## config.mk

```make
export PLATFORM = sky130hd
export DESIGN_NAME = mem_access
export DESIGN_NICKNAME = d
export VERILOG_FILES = /design/src/rtl/pipes.sv /design/src/rtl/common.sv /design/src/rtl/mem_align.sv /design/src/rtl/mem_access.sv
export SDC_FILE = /design/constraint.sdc
export NUM_CORES = 1
export LEC_CHECK = 0
export BUFFER_PORTS_ARGS = -buffer_cell sky130_fd_sc_hd__buf_4
export CAP_MARGIN = 20
export CORE_AREA = 2 2 159 161
export CTS_BUF_LIST = sky130_fd_sc_hd__clkbuf_8
export CTS_CLUSTER_DIAMETER = 150
export CTS_CLUSTER_SIZE = 28
export DETAILED_ROUTE_END_ITERATION = 8
export DIE_AREA = 0 0 161 163
export PLACE_DENSITY = 0.76
export SLEW_MARGIN = 20
export SYNTH_ARGS = -nofsm -noshare
export SYNTH_HDL_FRONTEND = slang
export SYNTH_SLANG_ARGS = --single-unit
```

## constraint.sdc

```tcl
create_clock -name clk -period 2.9 [get_ports clk]
set_input_delay 0.87 -clock clk [delete_from_list [all_inputs] [get_ports clk]]
set_output_delay 0.87 -clock clk [all_outputs]
set_load 0.02 [all_outputs]
```

## src/rtl/pipes.sv

```systemverilog
// Pipeline-wide operation encodings shared between execute and memory stages.
package pipes;

    typedef enum logic [1:0] {
        MEM_NONE  = 2'd0,
        MEM_LOAD  = 2'd1,
        MEM_STORE = 2'd2
    } mem_op_t;

    // Access size in bytes is 1 << encoding.
    typedef enum logic [1:0] {
        SIZE_B = 2'd0,
        SIZE_H = 2'd1,
        SIZE_W = 2'd2,
        SIZE_D = 2'd3
    } mem_size_t;

endpackage

```

## src/rtl/common.sv

```systemverilog
// Data-bus transaction types and the pipeline-size to bus-size mapping.
package common;

    localparam int DBUS_ADDR_W = 64;
    localparam int DBUS_DATA_W = 64;
    localparam int DBUS_STRB_W = DBUS_DATA_W / 8;

    // Bus size field carries log2 of the byte count.
    typedef enum logic [2:0] {
        MSIZE1 = 3'd0,
        MSIZE2 = 3'd1,
        MSIZE4 = 3'd2,
        MSIZE8 = 3'd3
    } msize_t;

    typedef struct packed {
        logic                   valid;
        logic [DBUS_ADDR_W-1:0] addr;
        msize_t                 size;
        logic [DBUS_STRB_W-1:0] strobe;
        logic [DBUS_DATA_W-1:0] data;
    } dbus_req_t;

    typedef struct packed {
        logic                   addr_ok;
        logic                   data_ok;
        logic [DBUS_DATA_W-1:0] data;
    } dbus_resp_t;

    function automatic msize_t to_msize(input pipes::mem_size_t sz);
        msize_t m;
        case (sz)
            pipes::SIZE_B: m = MSIZE1;
            pipes::SIZE_H: m = MSIZE2;
            pipes::SIZE_W: m = MSIZE4;
            pipes::SIZE_D: m = MSIZE8;
            default:       m = MSIZE1;
        endcase
        return m;
    endfunction

endpackage

```

## src/rtl/mem_align.sv

```systemverilog
// Lane alignment helpers: misalign check, store strobe/shift, load extract/extend.
// Purely combinational; store side and load side have independent inputs.
module mem_align
    import pipes::*;
#(
    parameter int DATA_W = 64
) (
    input  mem_size_t                     st_size,
    input  logic                          st_store,
    input  logic [$clog2(DATA_W/8)-1:0]   st_off,
    input  logic [DATA_W-1:0]             st_wdata,
    output logic                          st_misalign,
    output logic [DATA_W/8-1:0]           st_strobe,
    output logic [DATA_W-1:0]             st_wdata_sh,
    input  mem_size_t                     ld_size,
    input  logic                          ld_unsigned,
    input  logic [$clog2(DATA_W/8)-1:0]   ld_off,
    input  logic [DATA_W-1:0]             ld_rdata,
    output logic [DATA_W-1:0]             ld_rdata_ext
);

    localparam int STRB_W = DATA_W / 8;

    logic [STRB_W-1:0] strb_base;
    logic [DATA_W-1:0] ld_shifted;

    // Misalign check and lane strobe/data placement for the outgoing access.
    always_comb begin
        st_misalign = 1'b0;
        strb_base   = '0;
        case (st_size)
            SIZE_B: begin
                st_misalign = 1'b0;
                strb_base   = STRB_W'(1);
            end
            SIZE_H: begin
                st_misalign = st_off[0];
                strb_base   = STRB_W'(3);
            end
            SIZE_W: begin
                st_misalign = |st_off[1:0];
                strb_base   = STRB_W'(4'hF);
            end
            SIZE_D: begin
                // A doubleword cannot fit on a 32-bit bus at all.
                st_misalign = (DATA_W == 32) ? 1'b1 : |st_off;
                strb_base   = '1;
            end
            default: begin
                st_misalign = 1'b1;
                strb_base   = '0;
            end
        endcase
        st_strobe   = st_store ? (strb_base << st_off) : '0;
        st_wdata_sh = st_wdata << {st_off, 3'b000};
    end

    // Right-justify returned bus data and extend to full register width.
    always_comb begin
        ld_shifted = ld_rdata >> {ld_off, 3'b000};
        case (ld_size)
            SIZE_B: begin
                if (ld_unsigned) ld_rdata_ext = DATA_W'(ld_shifted[7:0]);
                else             ld_rdata_ext = DATA_W'($signed(ld_shifted[7:0]));
            end
            SIZE_H: begin
                if (ld_unsigned) ld_rdata_ext = DATA_W'(ld_shifted[15:0]);
                else             ld_rdata_ext = DATA_W'($signed(ld_shifted[15:0]));
            end
            SIZE_W: begin
                if (ld_unsigned) ld_rdata_ext = DATA_W'(ld_shifted[31:0]);
                else             ld_rdata_ext = DATA_W'($signed(ld_shifted[31:0]));
            end
            default: ld_rdata_ext = ld_shifted;
        endcase
    end

endmodule

```

## src/rtl/mem_access.sv

```systemverilog
// Memory-stage access unit: turns load/store requests into dbus transactions.
//
// state   | meaning
// --------+---------------------------------------------------------------
// IDLE    | no access outstanding; accepts aligned requests, flags misaligned
// REQ     | dreq.valid high, waiting for addr_ok (or data_ok directly)
// RESP    | address accepted, dreq.valid low, waiting for data_ok
module mem_access
    import pipes::*;
    import common::*;
#(
    parameter int DATA_W = 64,
    parameter int ADDR_W = 64
) (
    input  logic              clk,
    input  logic              reset,
    input  logic              in_valid,
    input  mem_op_t           in_op,
    input  mem_size_t         in_size,
    input  logic              in_unsigned,
    input  logic [ADDR_W-1:0] in_addr,
    input  logic [DATA_W-1:0] in_wdata,
    output logic              busy,
    output logic              out_valid,
    output logic [DATA_W-1:0] out_rdata,
    output logic              out_misalign,
    output dbus_req_t         dreq,
    input  dbus_resp_t        dresp
);

    localparam int STRB_W = DATA_W / 8;
    localparam int OFF_W  = $clog2(STRB_W);

    typedef enum logic [1:0] {ST_IDLE, ST_REQ, ST_RESP} state_t;

    state_t            state_q, state_d;
    logic [ADDR_W-1:0] addr_q, addr_d;
    mem_size_t         size_q, size_d;
    logic [STRB_W-1:0] strobe_q, strobe_d;
    logic [DATA_W-1:0] wdata_q, wdata_d;
    logic [OFF_W-1:0]  off_q, off_d;
    logic              uns_q, uns_d;
    logic              load_q, load_d;
    logic              out_valid_q, out_valid_d;
    logic              out_misalign_q, out_misalign_d;
    logic [DATA_W-1:0] out_rdata_q, out_rdata_d;

    logic              accept;
    logic              done;
    logic              al_misalign;
    logic [STRB_W-1:0] al_strobe;
    logic [DATA_W-1:0] al_wdata;
    logic [DATA_W-1:0] al_rdata_ext;

    // Store side sees the live request; load side sees the registered request.
    mem_align #(.DATA_W(DATA_W)) u_align (
        .st_size      (in_size),
        .st_store     (in_op == MEM_STORE),
        .st_off       (in_addr[OFF_W-1:0]),
        .st_wdata     (in_wdata),
        .st_misalign  (al_misalign),
        .st_strobe    (al_strobe),
        .st_wdata_sh  (al_wdata),
        .ld_size      (size_q),
        .ld_unsigned  (uns_q),
        .ld_off       (off_q),
        .ld_rdata     (DATA_W'(dresp.data)),
        .ld_rdata_ext (al_rdata_ext)
    );

    assign accept = (state_q == ST_IDLE) && in_valid && (in_op != MEM_NONE);
    assign done   = (state_q != ST_IDLE) && dresp.data_ok;

    // Next-state, request capture and completion result.
    always_comb begin
        state_d        = state_q;
        addr_d         = addr_q;
        size_d         = size_q;
        strobe_d       = strobe_q;
        wdata_d        = wdata_q;
        off_d          = off_q;
        uns_d          = uns_q;
        load_d         = load_q;
        out_valid_d    = 1'b0;
        out_misalign_d = 1'b0;
        out_rdata_d    = out_rdata_q;
        case (state_q)
            ST_IDLE: begin
                if (accept) begin
                    if (al_misalign) begin
                        out_valid_d    = 1'b1;
                        out_misalign_d = 1'b1;
                        out_rdata_d    = '0;
                    end else begin
                        addr_d   = in_addr;
                        size_d   = in_size;
                        strobe_d = al_strobe;
                        wdata_d  = al_wdata;
                        off_d    = in_addr[OFF_W-1:0];
                        uns_d    = in_unsigned;
                        load_d   = (in_op == MEM_LOAD);
                        state_d  = ST_REQ;
                    end
                end
            end
            ST_REQ: begin
                if (!dresp.data_ok && dresp.addr_ok) state_d = ST_RESP;
            end
            ST_RESP: ;
            default: state_d = ST_IDLE;
        endcase
        if (done) begin
            state_d     = ST_IDLE;
            out_valid_d = 1'b1;
            out_rdata_d = load_q ? al_rdata_ext : '0;
        end
    end

    // State and request registers; reset abandons any outstanding access.
    always_ff @(posedge clk or negedge reset) begin
        if (!reset) begin
            state_q        <= ST_IDLE;
            addr_q         <= '0;
            size_q         <= SIZE_B;
            strobe_q       <= '0;
            wdata_q        <= '0;
            off_q          <= '0;
            uns_q          <= 1'b0;
            load_q         <= 1'b0;
            out_valid_q    <= 1'b0;
            out_misalign_q <= 1'b0;
            out_rdata_q    <= '0;
        end else begin
            state_q        <= state_d;
            addr_q         <= addr_d;
            size_q         <= size_d;
            strobe_q       <= strobe_d;
            wdata_q        <= wdata_d;
            off_q          <= off_d;
            uns_q          <= uns_d;
            load_q         <= load_d;
            out_valid_q    <= out_valid_d;
            out_misalign_q <= out_misalign_d;
            out_rdata_q    <= out_rdata_d;
        end
    end

    // Bus request driven straight from registers so it is stable until data_ok.
    always_comb begin
        dreq        = '0;
        dreq.valid  = (state_q == ST_REQ);
        dreq.addr   = DBUS_ADDR_W'(addr_q);
        dreq.size   = to_msize(size_q);
        dreq.strobe = DBUS_STRB_W'(strobe_q);
        dreq.data   = DBUS_DATA_W'(wdata_q);
    end

    // Stall is combinational so upstream freezes in the accept cycle itself.
    assign busy         = (accept && !al_misalign) || (state_q != ST_IDLE);
    assign out_valid    = out_valid_q;
    assign out_misalign = out_misalign_q;
    assign out_rdata    = out_rdata_q;

endmodule
```

Yosys cells after proc, flatten, opt, wreduce, memory -nomap -nowiden. Cells that the tools add are included. W data, S select, Z words.

Bits in registers: 211. Bits in latches: 0. Memory bits (writable): 0. Bits in read-only memories: 0. Bits of input ports: 202. Output and inout port bits: 207. Logic and storage cells: 72. Memories: 0.

Add/sub/neg operators: 0. Multipliers: 0. Div/mod/pow operators: 0. $lt $le $gt $ge: 0. Equal/unequal tests: 14. Shift operators: 3. Muxes and demuxes: 22. Bitwise logic cells: 1. Reductions and logical operators: 21.

Operators with widths (number): $mux W64 (8); $pmux W64 S3 (1); $shl A64 B6 Y64 (1); $shr A64 B6 Y64 (1); $pmux W8 S4 (1); $eq A2 B2 Y1 const B (6); $pmux W3 S4 (1); $reduce_bool A2 Y1 (5); $eq A2 B1 Y1 const B (4); $mux W2 (4); $mux W8 (1); $shl A8 B3 Y8 (1); $logic_not A2 Y1 (3); $ne A3 B3 Y1 const B (2); $pmux W2 S3 (1); $reduce_and A3 Y1 (2); $logic_and A1 B1 Y1 (5); $mux W1 (4); $pmux W1 S4 (1); $reduce_and A4 Y1 (1); $ne A3 B1 Y1 const B (1); $reduce_or A3 Y1 (1); $logic_not A1 Y1 (2); $ne A2 B2 Y1 const B (1); other kinds (3) (3).

Longest topological paths before layout. Gate-level depths: netlist of run 1.

Word-level depth: 6. Gate-level depth with buffers: 9. Mapped depth without buffers: 5.

Hierarchy. Synthesis of run 1 repeated with hierarchy kept, for this count alone.

Cells, all modules: 1136. Area, all modules: 12096.6 µm².

By module, submodules not included: mem_access (instances 1, cells an instance 602, area each 7990.2 µm², sequential area each 5205.0 µm²); mem_align (instances 1, cells an instance 534, area each 4106.4 µm², sequential area each 0.0 µm²).

Worst setup path after synthesis of run 1. OpenSTA, ideal clock, no wires.

Path type: input to output. Start point: input port in_addr[0]. End point: output port busy. Data arrival time: 1.643 ns. Required time: 2.030 ns. Setup slack: 0.387 ns. Stages: 4. Path buffers: 1. Cell sequence: buf_4 > a21oi_1 > a21oi_1 > o21bai_1.

Longest elaborated chain between the ends: 5. Elaborated cells between the ends (all ways): 6. Those cells by class: mux (1); reduce/logical (5).

RTL lines: from (decl) (line mem_access.sv:21) `input logic [ADDR_W-1:0] in_addr,`; $reduce_or A3 Y1 / $reduce_or A2 Y1 (equally long branches) (line mem_align.sv:46, mem_align.sv:41); $pmux W1 S4 * (line mem_align.sv:31) `case (st_size)`; $logic_not A1 Y1 * (line mem_access.sv:159) `assign busy = (accept && !al_misalign) || (state_q != ST_IDLE);`; $logic_and A1 B1 Y1 * (line mem_access.sv:159); $logic_or A1 B1 Y1 * (line mem_access.sv:159); to (decl) (line mem_access.sv:23) `output logic busy,`.

Mark *: on every way between the ends. The rest lies on a longest branch, timed or not.

Worst setup path after layout of run 1.
Start point: register addr_q[2]. End point: output port dreq[77] (netlist name).

RTL lines: from (decl) (line mem_access.sv:37) `logic [ADDR_W-1:0] addr_q, addr_d;`; from (signal assigned) (line mem_access.sv:135) `addr_q <= addr_d;`; to (decl) (line mem_access.sv:27) `output dbus_req_t dreq,`.

No word-level cell between the ends.

==> results of run 1 <==
where the power goes:
part / switching [mW] / total (mW) / internal [mW] / leakage, nW
clock: 0.948 / 1.32 / 0.369 / 0.0970
combinational: 2.52 / 4.53 / 2.02 / 4.37
sequential: 0.438 / 3.92 / 3.49 / 2.69
total: 3.90 / 9.78 / 5.87 / 7.16
logic make-up (layout without fill, tap and decap cells):
family                 after synthesis  in the layout  synth area share [%]
buffers and inverters               99            466                  3.93
other                                1              1                0.0329
AND/OR/NAND/NOR                    303            303                  11.0
AO/OA/AOI/OAI                      292            292                  15.9
flip-flops                         208            208                  45.6
multiplexers                       193            193                  23.5
state kept, by name (all words and copies together) (netlist names), 2 cells and up:
name	flops
wdata_q	64
out_rdata	64
size_q	2
state_q	2
addr_q	64
strobe_q	8
worst max path at each step:
stage / startpoint / to / slack [ps] / cells after the start
2_1_floorplan: in_addr[0] / busy / 390 / 4
3_3_place_gp: in_op[1] / out_rdata[28] / 120 / 9
3_5_place_dp: in_op[1] / out_rdata[28] / 70 / 9
4_1_cts: addr_q[2] / dreq[77] / 160 / 3
5_1_grt: addr_q[2] / dreq[77] / 90 / 3
6_report: addr_q[2] / dreq[77] / 140 / 3
cell usage in the layout (no fill, tap or decap), drive strengths merged, types with 5 or more instances in the layout:
master,synthesis,final
o31ai,29,29
clkbuf,54,11
o41ai,8,8
nand3,10,10
mux2i,50,50
o21a,10,10
inv,6,9
dfrtp,208,208
a211oi,11,11
a21oi,79,79
a211o,6,6
mux4,51,51
mux2,92,92
nand2,167,167
and2,6,6
buf,38,445
o21ai,106,106
nor2,92,92
nand2b,5,5
nor2b,10,10
a22oi,15,15
worst max-delay path, stage by stage, from the launching register on:
cell and delay [ps]:
dfrtp_1 700, buf_12 210, buf_4 250, buf_4 180
per-layer routing:
layer	part of all wire, %	GRT usage (%)
met5	0	0
met4	5.7	15.5
met3	9.5	7.03
met2	50	50.8
met1	35	34.6
metrics by stage:
step / setup slack [ps] / power, mW / area [µm²] / hold slack, ps
2_1_floorplan: 387 / 6.49 / 11400 / 471
3_3_place_gp: 116 / 8.42 / 14900 / 457
3_5_place_dp: 66.9 / 8.51 / 14900 / 463
4_1_cts: 161 / 9.81 / 15100 / 212
5_1_grt: 94.0 / 10.3 / 15100 / 221
6_report: 139 / 9.78 / 15100 / 211
final cells by class:
type / count / area share [%]
clock inverter: 3 / 0.158
timing repair buffer: 445 / 23.1
inverter: 7 / 0.174
multi-input combinational: 789 / 38.3
sequential: 208 / 34.5
clock buffer: 11 / 1.00
tap: 330 / 2.74
==> impl_metrics.env, run 1 <==
export IMPL_max_slew_margin_pct=45.7
export IMPL_cts_root_buf="clkbuf_8"
export IMPL_required_ps=2030
export IMPL_cp_end_kind="primary output"
export IMPL_grt_max_degree=66
export IMPL_synthCells=1096
export IMPL_yosys_register_bits=208
export IMPL_arrival_ps=1890
export IMPL_io_buffer_count=407
export IMPL_rows=58
export IMPL_leakage_nw=7.16
export IMPL_synth_commonest_cells="dfrtp_1 (208), nand2_1 (167), mux2_2 (92), nor2_1 (92), a21oi_1 (79)"
export IMPL_multi_input_area_mm2=0.00577
export IMPL_min_period_over_period_pct=95.2
export IMPL_drv_slew=0
export IMPL_rsz0062_at_grt="false"
export IMPL_first_iter_violations=907
export IMPL_die_area_mm2=0.0262
export IMPL_r2r_end="out_rdata[32]"
export IMPL_globalRouteOverflowTotal=0
export IMPL_fin_util_pct=61.1
export IMPL_antenna_cells=0
export IMPL_cap_viol_max_count=0
export IMPL_hold_buffers=0
export IMPL_synth_edff_count=0
export IMPL_via_per_inst=5.85
export IMPL_finalSetupViolCount=0
export IMPL_rrSetupSlack_ps=430
export IMPL_routedWlPerCell_um=22.0
export IMPL_cts_made_buffers=11
export IMPL_yosys_top_cells_area="dfrtp_1 (46%), mux4_2 (10%), mux2_2 (9.1%)"
export IMPL_dieHeight_um=163
export IMPL_reg2reg_from="addr_q[2]"
export IMPL_drt_wl_total_um=39500
export IMPL_max_freq_mhz=362
export IMPL_yosysTopAreaCellShare_pct=45.6
export IMPL_fin_skew_ps=43.5
export IMPL_area_delta_synth_final_pct=32.3
export IMPL_htreeDepth=1
export IMPL_core_region_area_mm2=0.0247
export IMPL_syn_area_mm2=0.0114
export IMPL_fin_cells=1793
export IMPL_syn_area_per_cell_um2=10.4
export IMPL_hold_viol_final=0
export IMPL_placedCellCount=1779
export IMPL_synthesis_nets=1298
export IMPL_nets=1664
export IMPL_grt_usage_pct=29.6
export IMPL_ys_async_sr_fraction_pct=100
export IMPL_cts_tree="yes"
export IMPL_worst_setup_path_type="flop to primary output"
export IMPL_vias=10500
export IMPL_ys_warn_count=0
export IMPL_cts_buffer_depth=3
export IMPL_ant_nets=0
export IMPL_clock_sinks=208
export IMPL_min_path_type="input pin to async pin"
export IMPL_tightest_slew_ps=812
export IMPL_drt_pass1_iterations=6
export IMPL_postCtsSetupRepairBufs=0
export IMPL_antenna_found_initial=0
export IMPL_status="completed"
export IMPL_fillers=2121
export IMPL_layout_min_cycle_time_ps=2760
export IMPL_clock_latency_ps=550
export IMPL_clk_pin_slew_ps=200
export IMPL_synth_ff_type="dfrtp_1"
export IMPL_ctsResizeCount=0
export IMPL_place_detailed_hpwl_um=30500
export IMPL_power_density_mw_per_mm2=648
export IMPL_pin_count=409
export IMPL_drive_above_1_share_pct=42.5
export IMPL_yosysSeqAreaShare_pct=45.6
export IMPL_final_setup_tns_ps=0
export IMPL_grt_pass1_vias=10600
export IMPL_yosysTopAreaCell="dfrtp_1"
export IMPL_regArea_mm2=0.00521
export IMPL_ff2ff_path_depth=6
export IMPL_post_route_drc_count=0
export IMPL_start_util_pct=46.2
export IMPL_grt_pass1_wl_um=60700
export IMPL_yosysMostFrequentCell="dfrtp_1"
export IMPL_peakVddDrop_uv=618
export IMPL_path_max_fanout=18
export IMPL_die_w_um=161
export IMPL_gp_congestion=0.954
export IMPL_start_kind="flop"
export IMPL_synth_distinct_cells=51
Power figures use the tool's default switching activity.
==> run 2: changes to the inputs <==
--- a/config.mk
+++ b/config.mk
@@ -5,15 +5,16 @@
 export SDC_FILE = /design/constraint.sdc
 export NUM_CORES = 1
 export LEC_CHECK = 0
+export ABC_AREA = 1
 export BUFFER_PORTS_ARGS = -buffer_cell sky130_fd_sc_hd__buf_4
 export CAP_MARGIN = 20
-export CORE_AREA = 2 2 159 161
+export CORE_AREA = 2 2 161 163
 export CTS_BUF_LIST = sky130_fd_sc_hd__clkbuf_8
 export CTS_CLUSTER_DIAMETER = 150
 export CTS_CLUSTER_SIZE = 28
 export DETAILED_ROUTE_END_ITERATION = 8
-export DIE_AREA = 0 0 161 163
-export PLACE_DENSITY = 0.76
+export DIE_AREA = 0 0 163 165
+export PLACE_DENSITY = 0.75
 export SLEW_MARGIN = 20
 export SYNTH_ARGS = -nofsm -noshare
 export SYNTH_HDL_FRONTEND = slang
==> run 2 against run 1 <==
Net effect: clock power is essentially flat; sequential share of layout area about the same; first-iteration DRC count up 40%; maximum frequency grew 3.5%; worst setup slack better by 93 ps; register-to-register slack improved by 200 ps; critical path type unchanged; clock skew shrank 20 ps; via count up 22%; non-clock buffer count decreased by 3; largest power group unchanged; critical path depth up 3.
==> impl_metrics.env, run 2 <==
export IMPL_synthesis_nets=1853
export IMPL_place_detailed_hpwl_um=33600
export IMPL_gp_congestion=0.963
export IMPL_reg2reg_from="addr_q[0]"
export IMPL_final_setup_tns_ps=0
export IMPL_critPathTopFamily="simple AND/OR/NAND/NOR gates"
export IMPL_yosysSeqAreaShare_pct=44.6
export IMPL_cpMostUsedCell="nand2_1"
export IMPL_clock_sinks=208
export IMPL_rrSetupSlack_ps=630
export IMPL_min_path_type="input pin to async pin"
export IMPL_drt_pass1_iterations=5
export IMPL_arrival_ps=1800
export IMPL_power_density_mw_per_mm2=665
export IMPL_cp_end_kind="primary output"
export IMPL_hold_slack_ps=303
export IMPL_rows=58
export IMPL_hold_viol_final=0
export IMPL_ys_async_sr_fraction_pct=100
export IMPL_ant_nets=0
export IMPL_cts_made_buffers=11
export IMPL_placed_area_mm2=0.0149
export IMPL_yosysTopAreaCellShare_pct=44.6
export IMPL_area_delta_synth_final_pct=29.3
export IMPL_synth_commonest_cells="nand2_1 (765), dfrtp_1 (208), o21ai_0 (126)"
export IMPL_clk_pin_slew_ps=160
export IMPL_layout_min_cycle_time_ps=2670
export IMPL_critical_path_cell_chain="nor2_1 -> nand2_1 -> nor2_2 -> nand2_4 -> nand2_1 -> buf_4"
export IMPL_power_internal_mw=5.56
export IMPL_startpoint="state_q[1]"
export IMPL_max_slew_margin_pct=55.8
export IMPL_postCtsSetupRepairBufs=0
export IMPL_peakVddDrop_uv=582
export IMPL_die_area_mm2=0.0269
export IMPL_drive_above_1_share_pct=24.0
export IMPL_post_route_drc_count=0
export IMPL_vias=12800
export IMPL_yosysMostFrequentCell="nand2_1"
export IMPL_yosys_top_cells_area="dfrtp_1 (45%), nand2_1 (25%), o21ai_0 (5.4%)"
export IMPL_cp_slowest_stage_delay_ps=430
export IMPL_cts_buffer_depth=3
export IMPL_regArea_mm2=0.00521
export IMPL_final_common_cell="nand2_1"
export IMPL_nets=2182
export IMPL_p_sw_share_pct=44.5
export IMPL_globalRouteOverflowTotal=0
export IMPL_yosysTopAreaCell="dfrtp_1"
export IMPL_pin_count=409
export IMPL_first_iter_violations=1269
export IMPL_fin_cells=2312
export IMPL_core_region_area_mm2=0.0250
export IMPL_die_w_um=163
export IMPL_grt_pass1_vias=12400
export IMPL_fin_util_pct=60.3
export IMPL_finalSetupViolCount=0
export IMPL_syn_area_mm2=0.0117
export IMPL_status="completed"
export IMPL_crit_path_top_delay_cell="dfrtp_1"
export IMPL_io_buffer_count=407
export IMPL_syn_area_per_cell_um2=7.07
export IMPL_r2r_end="out_rdata[49]"
export IMPL_cts_root_buf="clkbuf_8"
export IMPL_leakage_nw=8.40
export IMPL_fillers=2385
export IMPL_ys_warn_count=0
export IMPL_min_period_over_period_pct=92.0
export IMPL_antenna_found_initial=2
export IMPL_cap_viol_max_count=0
export IMPL_multi_input_area_mm2=0.00573
export IMPL_cts_tree="yes"
export IMPL_synthCells=1651
export IMPL_clock_latency_ps=540
export IMPL_timing_final_ws_setup_ps=232
export IMPL_required_ps=2030
export IMPL_place_ws_ps=285
export IMPL_synth_ff_type="dfrtp_1"
export IMPL_htreeDepth=1
export IMPL_via_per_inst=5.55
export IMPL_drv_slew=0
export IMPL_grt_usage_pct=32.8
export IMPL_path_max_fanout=4
export IMPL_p_total_mw=10.0
export IMPL_critical_path_buf_inv_count=1
export IMPL_power_frac_seq_pct=39.4
export IMPL_start_kind="flop"
export IMPL_fin_skew_ps=24.0
export IMPL_fin_area_mm2=0.0151
export IMPL_pwr_share_clk_pct=13.2
export IMPL_combPwrFrac_pct=47.4
export IMPL_placedCellCount=2297
export IMPL_p_sw_mw=4.47
export IMPL_routedWlPerCell_um=19.6
export IMPL_rsz0062_at_grt="false"
export IMPL_final_cell_mix="nand2_1 (765), buf_4 (435), dfrtp_1 (205)"
export IMPL_dieHeight_um=165
export IMPL_drt_wl_total_um=45300
export IMPL_grt_pass1_wl_um=68500
export IMPL_worst_setup_path_type="flop to primary output"
export IMPL_max_freq_mhz=375
export IMPL_grt_max_degree=130
export IMPL_yosys_register_bits=208
export IMPL_ff2ff_path_depth=9
export IMPL_start_util_pct=46.6
export IMPL_tightest_slew_ps=664
export IMPL_synth_edff_count=0
export IMPL_synth_distinct_cells=30
-- run 2: power by group through the flow --
stage	registers, mW	logic (mW)	clock network (mW)
floorplan	4.57	2.05	0
global placement	3.99	4.66	0
detailed placement	3.98	4.73	0
CTS	3.95	4.73	1.35
global route	4.02	5.15	1.45
finish	3.96	4.76	1.32
-- run 2: logic make-up after synthesis --
kind of cell,Yosys count,share of synthesized area (%)
other,1,0.0321
muxes,18,1.54
DFF,208,44.6
and+or+nand+nor,951,32.1
AOI/OAI and AO/OA,302,15.3
buffers and inverters,171,6.43
-- run 2: area by class of cell --
class                      instances  share of cell area [%]
antenna                            2                  0.0332
clock buffer                      11                    1.00
clock inverter                     2                   0.133
inverter                          45                    1.12
multi-input combinational       1272                    37.9
sequential                       208                    34.5
tap                              330                    2.74
timing repair buffer             442                    22.5
-- run 2: repair_timing --
action                                  4_1_cts  5_1_grt
hold buffers                                  0        0
hold endpoints to repair                      0        0
gates resized for setup                       0        1
endpoints found under the setup margin        0        1
-- run 2: routing by layer --
metal,GRT usage (%),vias up,wire (µm)
met4,16.5,0,2460
li1,-,5988,-
met1,41.2,5980,17400
met3,7.43,122,4400
met2,53.5,733,21100
met5,0,-,0
-- run 2: worst max path at each step --
stage | endpoint | slack (ps) | depth (start not counted)
6_report | busy | 230 | 6
5_1_grt | busy | 70 | 6
4_1_cts | busy | 110 | 6
3_5_place_dp | busy | 280 | 7
3_3_place_gp | busy | 310 | 7
2_1_floorplan | busy | 240 | 7
==> run 3: changes to the inputs <==
==> constraint.sdc (replaced) <==
create_clock -name clk -period 2.5 [get_ports clk]
set_input_delay 0.75 -clock clk [delete_from_list [all_inputs] [get_ports clk]]
set_output_delay 0.75 -clock clk [all_outputs]
set_load 0.02 [all_outputs]
==> run 3 against run 2 <==
Net effect: cell count rose by 0.48%; sequential share of layout area fell by 0.44 points; count of clock-buffer cells in the layout did not move; total power rose by 17%; via count fell by 0.11%; critical path type unchanged; sequential power rose by 14%; core utilization rose by 0.78 points.
==> impl_metrics.env, run 3 (synthesized netlist as in run 2, its figures left out) <==
export IMPL_start_util_pct=46.6
export IMPL_critPathTopFamily="simple AND/OR/NAND/NOR gates"
export IMPL_power_frac_seq_pct=38.7
export IMPL_dr_wl_met3_um=4410
export IMPL_drive_above_1_share_pct=24.5
export IMPL_grt_max_degree=87
export IMPL_clock_sinks=208
export IMPL_layout_min_cycle_time_ps=2400
export IMPL_grt_usage_pct=32.6
export IMPL_core_region_area_mm2=0.0250
export IMPL_peakVddDrop_uv=708
export IMPL_timing_final_ws_setup_ps=104
export IMPL_final_cell_mix="nand2_1 (763), buf_4 (436), dfrtp_1 (205)"
export IMPL_gp_congestion=0.998
export IMPL_antenna_found_initial=2
export IMPL_tightest_slew_ps=695
export IMPL_status="completed"
export IMPL_first_iter_violations=1237
export IMPL_post_route_drc_count=0
export IMPL_drv_slew=0
export IMPL_highest_layer="met4"
export IMPL_via_per_inst=5.51
export IMPL_wl_met1_um=17200
export IMPL_start_kind="flop"
export IMPL_die_area_mm2=0.0269
export IMPL_final_common_cell="nand2_1"
export IMPL_clk_pin_slew_ps=190
export IMPL_nets=2192
export IMPL_die_w_um=163
export IMPL_ant_nets=0
export IMPL_min_period_over_period_pct=95.8
export IMPL_drt_wl_total_um=45000
export IMPL_fillers=2331
export IMPL_critical_path_cell_chain="nor2_2 -> nand2_2 -> nor2_4 -> nand2_4 -> nand2_2 -> buf_6"
export IMPL_cp_slowest_stage_delay_ps=440
export IMPL_fin_skew_ps=44.3
export IMPL_dieHeight_um=165
export IMPL_path_max_fanout=3
export IMPL_cap_viol_max_count=0
export IMPL_globalRouteOverflowTotal=0
export IMPL_crit_path_top_delay_cell="dfrtp_1"
export IMPL_hold_viol_final=0
export IMPL_cpMostUsedCell="nand2_2"
export IMPL_grt_pass1_wl_um=68100
export IMPL_clock_latency_ps=540
export IMPL_cts_buffer_depth=3
export IMPL_drt_pass1_iterations=7
export IMPL_rows=58
export IMPL_htreeDepth=1
export IMPL_rrSetupSlack_ps=330
export IMPL_place_ws_ps=116
export IMPL_critical_path_buf_inv_count=1
export IMPL_p_sw_share_pct=44.2
export IMPL_fin_util_pct=61.1
export IMPL_arrival_ps=1650
export IMPL_p_sw_mw=5.17
export IMPL_power_density_mw_per_mm2=765
export IMPL_worst_setup_path_type="flop to primary output"
export IMPL_place_detailed_hpwl_um=33500
export IMPL_grt_pass1_vias=12300
export IMPL_area_delta_synth_final_pct=31.0
export IMPL_required_ps=1750
export IMPL_cp_end_kind="primary output"
export IMPL_vias=12800
export IMPL_combPwrFrac_pct=48.3
export IMPL_cts_made_buffers=11
export IMPL_max_slew_margin_pct=53.6
export IMPL_finalSetupViolCount=0
export IMPL_routedWlPerCell_um=19.4
export IMPL_cts_root_buf="clkbuf_8"
export IMPL_leakage_nw=8.49
export IMPL_io_buffer_count=407
export IMPL_pwr_share_clk_pct=13.0
export IMPL_max_freq_mhz=417
export IMPL_cts_tree="yes"
export IMPL_met2_length_um=21200
export IMPL_pin_count=409
export IMPL_min_path_type="input pin to async pin"
export IMPL_power_internal_mw=6.53
## run 3: final timing paths
check / depth (start not counted) / start / to
max reg2reg: 10 / addr_q[0] / out_rdata[63]
min in group clk: 3 / in_addr[15] / addr_q[15]
min reg2reg: 2 / out_rdata[4] / out_rdata[4]
max: 6 / state_q[1] / busy
max in group asynchronous: 2 / reset / wdata_q[62]
min: 1 / reset / wdata_q[27]
## run 3: final cells by class
type | instances | area, µm² | share of cell area, %
Sequential cell | 208 | 5210 | 34.1
Multi-Input combinational cell | 1272 | 5740 | 37.5
Inverter | 45 | 169 | 1.10
Clock inverter | 3 | 23.8 | 0.155
Timing Repair Buffer | 452 | 3580 | 23.4
Tap cell | 330 | 413 | 2.70
Clock buffer | 11 | 151 | 0.990
Antenna cell | 2 | 5.00 | 0.0327
## run 3: timing repair
item | 4_1_cts | 5_1_grt
gates resized for setup | 1 | 5
pin swaps | 0 | 2
endpoints found under the setup margin | 1 | 1
setup buffers | 0 | 1
hold buffers | 0 | 0
## run 3: routing by layer
metal / vias to the layer above / track usage, %
li1: 6011 / -
met1: 6027 / 40.5
met2: 658 / 54.1
met3: 113 / 7.79
met4: 0 / 14.7
met5: - / 0
## run 3: worst register-to-register path: stages (launching register included)
cell,delay [ps]
dfrtp_2,430
buf_12,310
nand2_1,140
nand3_1,120
nand3_1,110
nand2_1,150
nand2_2,140
nand2_2,100
buf_4,330
o21bai_1,170
nand2_1,90
## run 3: power by group through the flow
stage,Clock [mW],Sequential [mW],Combinational [mW]
6_report,1.52,4.52,5.66
5_1_grt,1.69,4.60,6.12
4_1_cts,1.57,4.52,5.61
3_5_place_dp,0,4.55,5.61
3_3_place_gp,0,4.56,5.54
2_1_floorplan,0,5.30,2.38
## run 3: metrics by stage
stage	cell area [µm²]	hold slack (ps)	setup TNS (ps)	instances	power (mW)
after floorplan	11700	453	0	1651	7.68
after global placement	15100	463	0	2306	10.1
after detailed placement	15100	460	0	2306	10.2
after CTS	15300	119	0	2320	11.7
after global routing	15300	126	-16.1	2323	12.4
final	15300	120	0	2323	11.7
